`config.mk`:
```
export PLATFORM = sky130hd
export DESIGN_NAME = migration_ring_node
export DESIGN_NICKNAME = d
export VERILOG_FILES = /design/src/rtl/migration_ring_node.sv
export SDC_FILE = /design/constraint.sdc
export NUM_CORES = 2
export LEC_CHECK = 0
export CAP_MARGIN = 25
export CELL_PAD_IN_SITES_DETAIL_PLACEMENT = 1
export CELL_PAD_IN_SITES_GLOBAL_PLACEMENT = 1
export CORE_MARGIN = 3
export CORE_UTILIZATION = 52
export DETAILED_ROUTE_END_ITERATION = 8
export MAX_ROUTING_LAYER = met4
export PLACE_DENSITY_LB_ADDON = 0.12
export SYNTH_ARGS = -nofsm -noshare
export SYNTH_HDL_FRONTEND = slang
export SYNTH_SLANG_ARGS = --single-unit
```
`constraint.sdc`:
```
create_clock -name clk -period 33.2 [get_ports clk]
set_input_delay 3.32 -clock clk [delete_from_list [all_inputs] [get_ports clk]]
set_output_delay 3.32 -clock clk [all_outputs]
set_load 0.02 [all_outputs]
```
`src/rtl/migration_ring_node.sv`:
```
// Ring stop for particle migration: classifies ring/local packets, buffers
// forwarded and delivered packets in two FIFOs, and reports quiescence.
module migration_ring_node #(
  parameter int unsigned DEPTH  = 8,
  parameter int unsigned NCELLS = 27
) (
  input  logic        clk,
  input  logic        rst,
  input  logic [32:0] my_cell,
  input  logic [96:0] local_p_in,
  input  logic [96:0] local_v_in,
  input  logic [32:0] local_c_in,
  output logic        local_stall,
  input  logic [96:0] ring_p_in,
  input  logic [96:0] ring_v_in,
  input  logic [32:0] ring_c_in,
  output logic        ring_stall_out,
  output logic [96:0] ring_p_out,
  output logic [96:0] ring_v_out,
  output logic [32:0] ring_c_out,
  input  logic        ring_stall_in,
  output logic [96:0] deliver_p,
  output logic [96:0] deliver_v,
  output logic [32:0] deliver_c,
  input  logic        deliver_ack,
  output logic        ring_empty,
  output logic        err
);

  localparam int unsigned AW = $clog2(DEPTH);
  localparam int unsigned CW = AW + 1;
  localparam int unsigned DW = 224;

  logic          ring_valid, ring_bad, ring_dlv, ring_fwd, local_valid;
  logic [DW-1:0] ring_data, local_data;

  assign ring_valid  = !ring_p_in[96] && !ring_v_in[96] && !ring_c_in[32];
  assign local_valid = !local_p_in[96] && !local_v_in[96] && !local_c_in[32];
  assign ring_bad    = ring_valid && (ring_c_in[31:0] >= 32'(NCELLS));
  assign ring_dlv    = ring_valid && !ring_bad && (ring_c_in == my_cell);
  assign ring_fwd    = ring_valid && !ring_bad && (ring_c_in != my_cell);
  assign ring_data   = {ring_p_in[95:0], ring_v_in[95:0], ring_c_in[31:0]};
  assign local_data  = {local_p_in[95:0], local_v_in[95:0], local_c_in[31:0]};

  logic          skid_vld;
  logic [DW-1:0] skid_dat;

  logic [DW-1:0] fwd_mem [DEPTH];
  logic [AW-1:0] fwd_rptr, fwd_wptr;
  logic [CW-1:0] fwd_cnt;
  logic          fwd_pop, fwd_room, fwd_push_req, fwd_bypass, fwd_wr, fwd_ovf, skid_drain;
  logic [DW-1:0] fwd_push_data;

  logic [DW-1:0] dlv_mem [DEPTH];
  logic [AW-1:0] dlv_rptr, dlv_wptr;
  logic [CW-1:0] dlv_cnt;
  logic          dlv_load, dlv_pop, dlv_room, dlv_bypass, dlv_wr, dlv_ovf;

  logic          ring_vld_q, dlv_vld_q;
  logic [DW-1:0] ring_dat_q, dlv_dat_q;

  // Forward path: ring packets take the write port ahead of the skid.
  assign fwd_pop       = !ring_stall_in && (fwd_cnt != '0);
  assign fwd_room      = (fwd_cnt != CW'(DEPTH)) || fwd_pop;
  assign skid_drain    = skid_vld && !ring_fwd && fwd_room;
  assign fwd_push_req  = ring_fwd || skid_drain;
  assign fwd_push_data = ring_fwd ? ring_data : skid_dat;
  assign fwd_bypass    = !ring_stall_in && (fwd_cnt == '0) && fwd_push_req;
  assign fwd_wr        = fwd_push_req && !fwd_bypass && fwd_room;
  assign fwd_ovf       = ring_fwd && !fwd_room;

  // Delivery path: the output register refills when empty or acknowledged.
  assign dlv_load   = !dlv_vld_q || deliver_ack;
  assign dlv_pop    = dlv_load && (dlv_cnt != '0);
  assign dlv_room   = (dlv_cnt != CW'(DEPTH)) || dlv_pop;
  assign dlv_bypass = dlv_load && (dlv_cnt == '0) && ring_dlv;
  assign dlv_wr     = ring_dlv && !dlv_bypass && dlv_room;
  assign dlv_ovf    = ring_dlv && !dlv_room;

  always_ff @(posedge clk) begin
    if (fwd_wr) fwd_mem[fwd_wptr] <= fwd_push_data;
    if (dlv_wr) dlv_mem[dlv_wptr] <= ring_data;
  end

  always_ff @(posedge clk or posedge rst) begin
    if (rst) begin
      fwd_rptr       <= '0;
      fwd_wptr       <= '0;
      fwd_cnt        <= '0;
      dlv_rptr       <= '0;
      dlv_wptr       <= '0;
      dlv_cnt        <= '0;
      skid_vld       <= 1'b0;
      skid_dat       <= '0;
      ring_vld_q     <= 1'b0;
      ring_dat_q     <= '0;
      dlv_vld_q      <= 1'b0;
      dlv_dat_q      <= '0;
      ring_stall_out <= 1'b0;
      err            <= 1'b0;
    end else begin
      if (fwd_wr)  fwd_wptr <= fwd_wptr + AW'(1);
      if (fwd_pop) fwd_rptr <= fwd_rptr + AW'(1);
      if (fwd_wr && !fwd_pop)      fwd_cnt <= fwd_cnt + CW'(1);
      else if (!fwd_wr && fwd_pop) fwd_cnt <= fwd_cnt - CW'(1);

      if (dlv_wr)  dlv_wptr <= dlv_wptr + AW'(1);
      if (dlv_pop) dlv_rptr <= dlv_rptr + AW'(1);
      if (dlv_wr && !dlv_pop)      dlv_cnt <= dlv_cnt + CW'(1);
      else if (!dlv_wr && dlv_pop) dlv_cnt <= dlv_cnt - CW'(1);

      // A local packet is only accepted into an empty skid.
      if (!skid_vld && local_valid) begin
        skid_vld <= 1'b1;
        skid_dat <= local_data;
      end else if (skid_drain) begin
        skid_vld <= 1'b0;
        skid_dat <= '0;
      end

      if (!ring_stall_in) begin
        if (fwd_cnt != '0) begin
          ring_vld_q <= 1'b1;
          ring_dat_q <= fwd_mem[fwd_rptr];
        end else if (fwd_push_req) begin
          ring_vld_q <= 1'b1;
          ring_dat_q <= fwd_push_data;
        end else begin
          ring_vld_q <= 1'b0;
          ring_dat_q <= '0;
        end
      end

      if (dlv_load) begin
        if (dlv_cnt != '0) begin
          dlv_vld_q <= 1'b1;
          dlv_dat_q <= dlv_mem[dlv_rptr];
        end else if (ring_dlv) begin
          dlv_vld_q <= 1'b1;
          dlv_dat_q <= ring_data;
        end else begin
          dlv_vld_q <= 1'b0;
          dlv_dat_q <= '0;
        end
      end

      ring_stall_out <= (fwd_cnt >= CW'(DEPTH - 2)) || (dlv_cnt >= CW'(DEPTH - 2));

      if (ring_bad || fwd_ovf || dlv_ovf || (local_valid && skid_vld)) err <= 1'b1;
    end
  end

  assign local_stall = skid_vld;

  // Null registers hold zero data, so the null bit is the only thing to add.
  assign ring_p_out = {!ring_vld_q, ring_dat_q[223:128]};
  assign ring_v_out = {!ring_vld_q, ring_dat_q[127:32]};
  assign ring_c_out = {!ring_vld_q, ring_dat_q[31:0]};
  assign deliver_p  = {!dlv_vld_q, dlv_dat_q[223:128]};
  assign deliver_v  = {!dlv_vld_q, dlv_dat_q[127:32]};
  assign deliver_c  = {!dlv_vld_q, dlv_dat_q[31:0]};

  assign ring_empty = (fwd_cnt == '0) && (dlv_cnt == '0) && !skid_vld &&
                      !ring_vld_q && !dlv_vld_q && !ring_valid && !local_valid;

endmodule

```
==> flow_summary.ini <==
[status]
outcome = finished, final reports clean

[hold_path]
holdPathEnd = dlv_dat_q[12]
whs_path_depth = 2
holdCritStartpoint = dlv_dat_q[12]
hold_path.class = flop to flop

[floorplanning]
ios = 949
coreArea_um2 = 315000
die_height_um = 569
die_area_um2 = 324000
initial_core_util = 0.523
die_w_um = 569
placementRows = 206

[sta]
post-route-min-period_ns = 8.96
rsz0062_at_grt = false
slew_headroom = 0.114
worst_pin_slew_ns = 1.33
finalClockSkew_ns = 0.0338
maxSlewViolCount = 0
fmax_mhz = 112
final-setup-viol-count = 0
fin_crit_sh = 0.270
worst_slack_ns = 24.24
finalHoldViolations = 0
final.setup.tns_ns = 0

[routing]
ant_nets = 0
drtPass1Iterations = 6
viasPerCell = 6.45
drc = 0
wl_mm = 474
vias = 87000
wire_per_inst_um = 35.1
drt_iter0_markers = 9141

[synthesis]
synth-warning-count = 0
ys_ff_latch = 4281
synth_area_um2 = 165000
synthTopCellsByArea = edfxtp_1 65%, mux4_2 12%, dfrtp_1 11%, mux2i_1 2.7%, a221o_1 1.4%
synth-edff-count = 3584
synth.largest_area_cell = edfxtp_1
avgSynthCellArea_um2 = 21.0
postSynthCellCount = 7865
ys_seq_area_frac = 0.758
syn_nets = 8368
synth_top_flop_cell = edfxtp_1
synth_top_area_frac = 0.652
async_flop_share = 0.163
ys_types = 50

[grt]
grt-ovfl-total = 0
antenna_found_initial = 45
grt.total_usage = 0.300
grt_pass1_vias = 92700
grt_pass1_wl_mm = 684
grt_max_degree = 142

[placed_design]
dpl.cell_count = 12600
dp_hpwl_mm = 277
dpl-instance-area_um2 = 179000
portBuffers = 948
dp_slack_ns = 23.34
place_congestion = 0.801

[pwr]
pwr-share-comb = 0.293
power.leakage_nw = 67.4
vdd_drop_max_v = 0.0000598
intPower_mw = 11.7
seqPwrFrac = 0.421
powerDensity_nw_per_um2 = 87.8
clock_power_share = 0.287
netSwitchingFraction = 0.311
power_mw = 17.0
p_switching_mw = 5.29

[worst_setup_path]
r2r_start = dlv_rptr[0]
cp.arrival_ns = 5.64
r2r_slack_ns = 28.26
required_ns = 29.88
reg2reg_to = dlv_dat_q[53]
critical_path.max_fanout = 3
start_kind = input pin
reg2reg_depth = 9
worstSetupEndpointType = output pin
path_class = input pin to output pin

[cts]
htreeDepth = 5
cts.sinks = 4281
clk_latency_ns = 0.95
cts_root_buf = clkbuf_16
postCtsSetupBuffers = 0
cts_hold_buf = 0
cts_resized = 0
cts_tree = done
clk_pin_slew_ns = 0.06
cts_buffer_depth = 4
cts_buffers = 435

[cells_and_area]
syn2layout_area_growth_pct = 17.6
layout_commonest_cell = edfxtp_1
nets = 9421
final_cell_mix = 3,584 x edfxtp_1, 947 x clkdlybuf4s50_1, 896 x mux4_2
stdcell_area_um2 = 194000
stdcell_count = 13500
fill_cells = 26100
drive_gt1_frac = 0.212

[job]
cap_violations = 0
-- critical path: stages --
cell,delay [ns]
clkdlybuf4s50_1,0.50
or3_1,0.50
nand4_1,0.17
nor4_1,0.31
clkdlybuf4s50_1,0.81
-- stage by stage --
stage,util,hold WS [ns]
global route,0.615,0.516
finish,0.615,0.482
global placement,0.568,0.463
floorplan,-,0.461
CTS,0.614,0.487
detailed placement,0.569,0.475
-- routing by layer --
metal	up-vias	global-route usage	routed length, µm
met5	-	-	0
met3	687	0.0477	35400
met2	3868	0.469	230000
met1	47600	0.416	194000
met4	0	0.0863	14200
li1	34900	-	-
-- registers in the layout, indices dropped and copies added, names as in the netlist, 3 cells and up --
name and cells:
dlv_cnt 4, dlv_dat_q 224, dlv_mem 1792, dlv_rptr 3
dlv_wptr 3, fwd_cnt 4, fwd_mem 1792, fwd_rptr 3
fwd_wptr 3, ring_dat_q 224, skid_dat 224
-- logic make-up after synthesis --
family | after synthesis | share of synthesized area
multiplexers | 1545 | 0.166
AND/OR/NAND/NOR | 563 | 0.0142
AO/OA/AOI/OAI | 889 | 0.0453
flip-flops | 4281 | 0.758
buffers and inverters | 525 | 0.0130
adder cells (fa/ha/maj) | 12 | 0.00100
XOR/XNOR | 50 | 0.00265
-- cell type report --
type,instances,area [µm²],share of cell area
Sequential cell,4281,125000,0.645
Multi-Input combinational cell,3059,38000,0.196
Clock buffer,581,11800,0.0611
Timing Repair Buffer,1132,11400,0.0586
Tap cell,4160,5200,0.0268
Clock inverter,247,2440,0.0126
Antenna cell,27,67.6,0.000348
Inverter,9,56.3,0.000290
-- synth_stat cells, drive strengths merged, types with 2 or more instances --
master  number
a41o       197
nor3        15
nand3        5
nor4        17
dfrtp      697
a221o      224
a22o       224
edfxtp    3584
o21ai      227
and2        28
ha          10
inv          9
mux2       201
mux2i      448
xor2        34
nand2b       8
or3          2
nand4        4
xnor2       16
nor2       237
clkbuf     303
a21oi        4
nand2      241
buf        213
fa           2
a21o         3
mux4       896
or4          2
o211ai       2
-- worst max path at each step --
stage / start / to / slack [ns] / depth (start not counted)
4_1_cts: ring_c_in[32] / ring_empty / 24.24 / 5
3_3_place_gp: ring_c_in[3] / dlv_mem[0][100] / 23.45 / 11
3_5_place_dp: ring_c_in[3] / dlv_mem[0][100] / 23.34 / 11
5_1_grt: ring_c_in[3] / dlv_mem[0][98] / 24.13 / 11
2_1_floorplan: ring_c_in[16] / dlv_mem[0][0] / 5.78 / 7
6_report: ring_c_in[32] / ring_empty / 24.24 / 5
-- power by group through the flow --
stage          combinational [mW]  sequential, mW  clock, mW
5_1_grt                      5.31            7.21       5.19
3_3_place_gp                 4.83            7.24          0
2_1_floorplan                2.90            7.44          0
6_report                     4.98            7.16       4.88
3_5_place_dp                 4.98            7.25          0
4_1_cts                      5.02            7.16       4.96
Power figures use the tool's default switching activity.
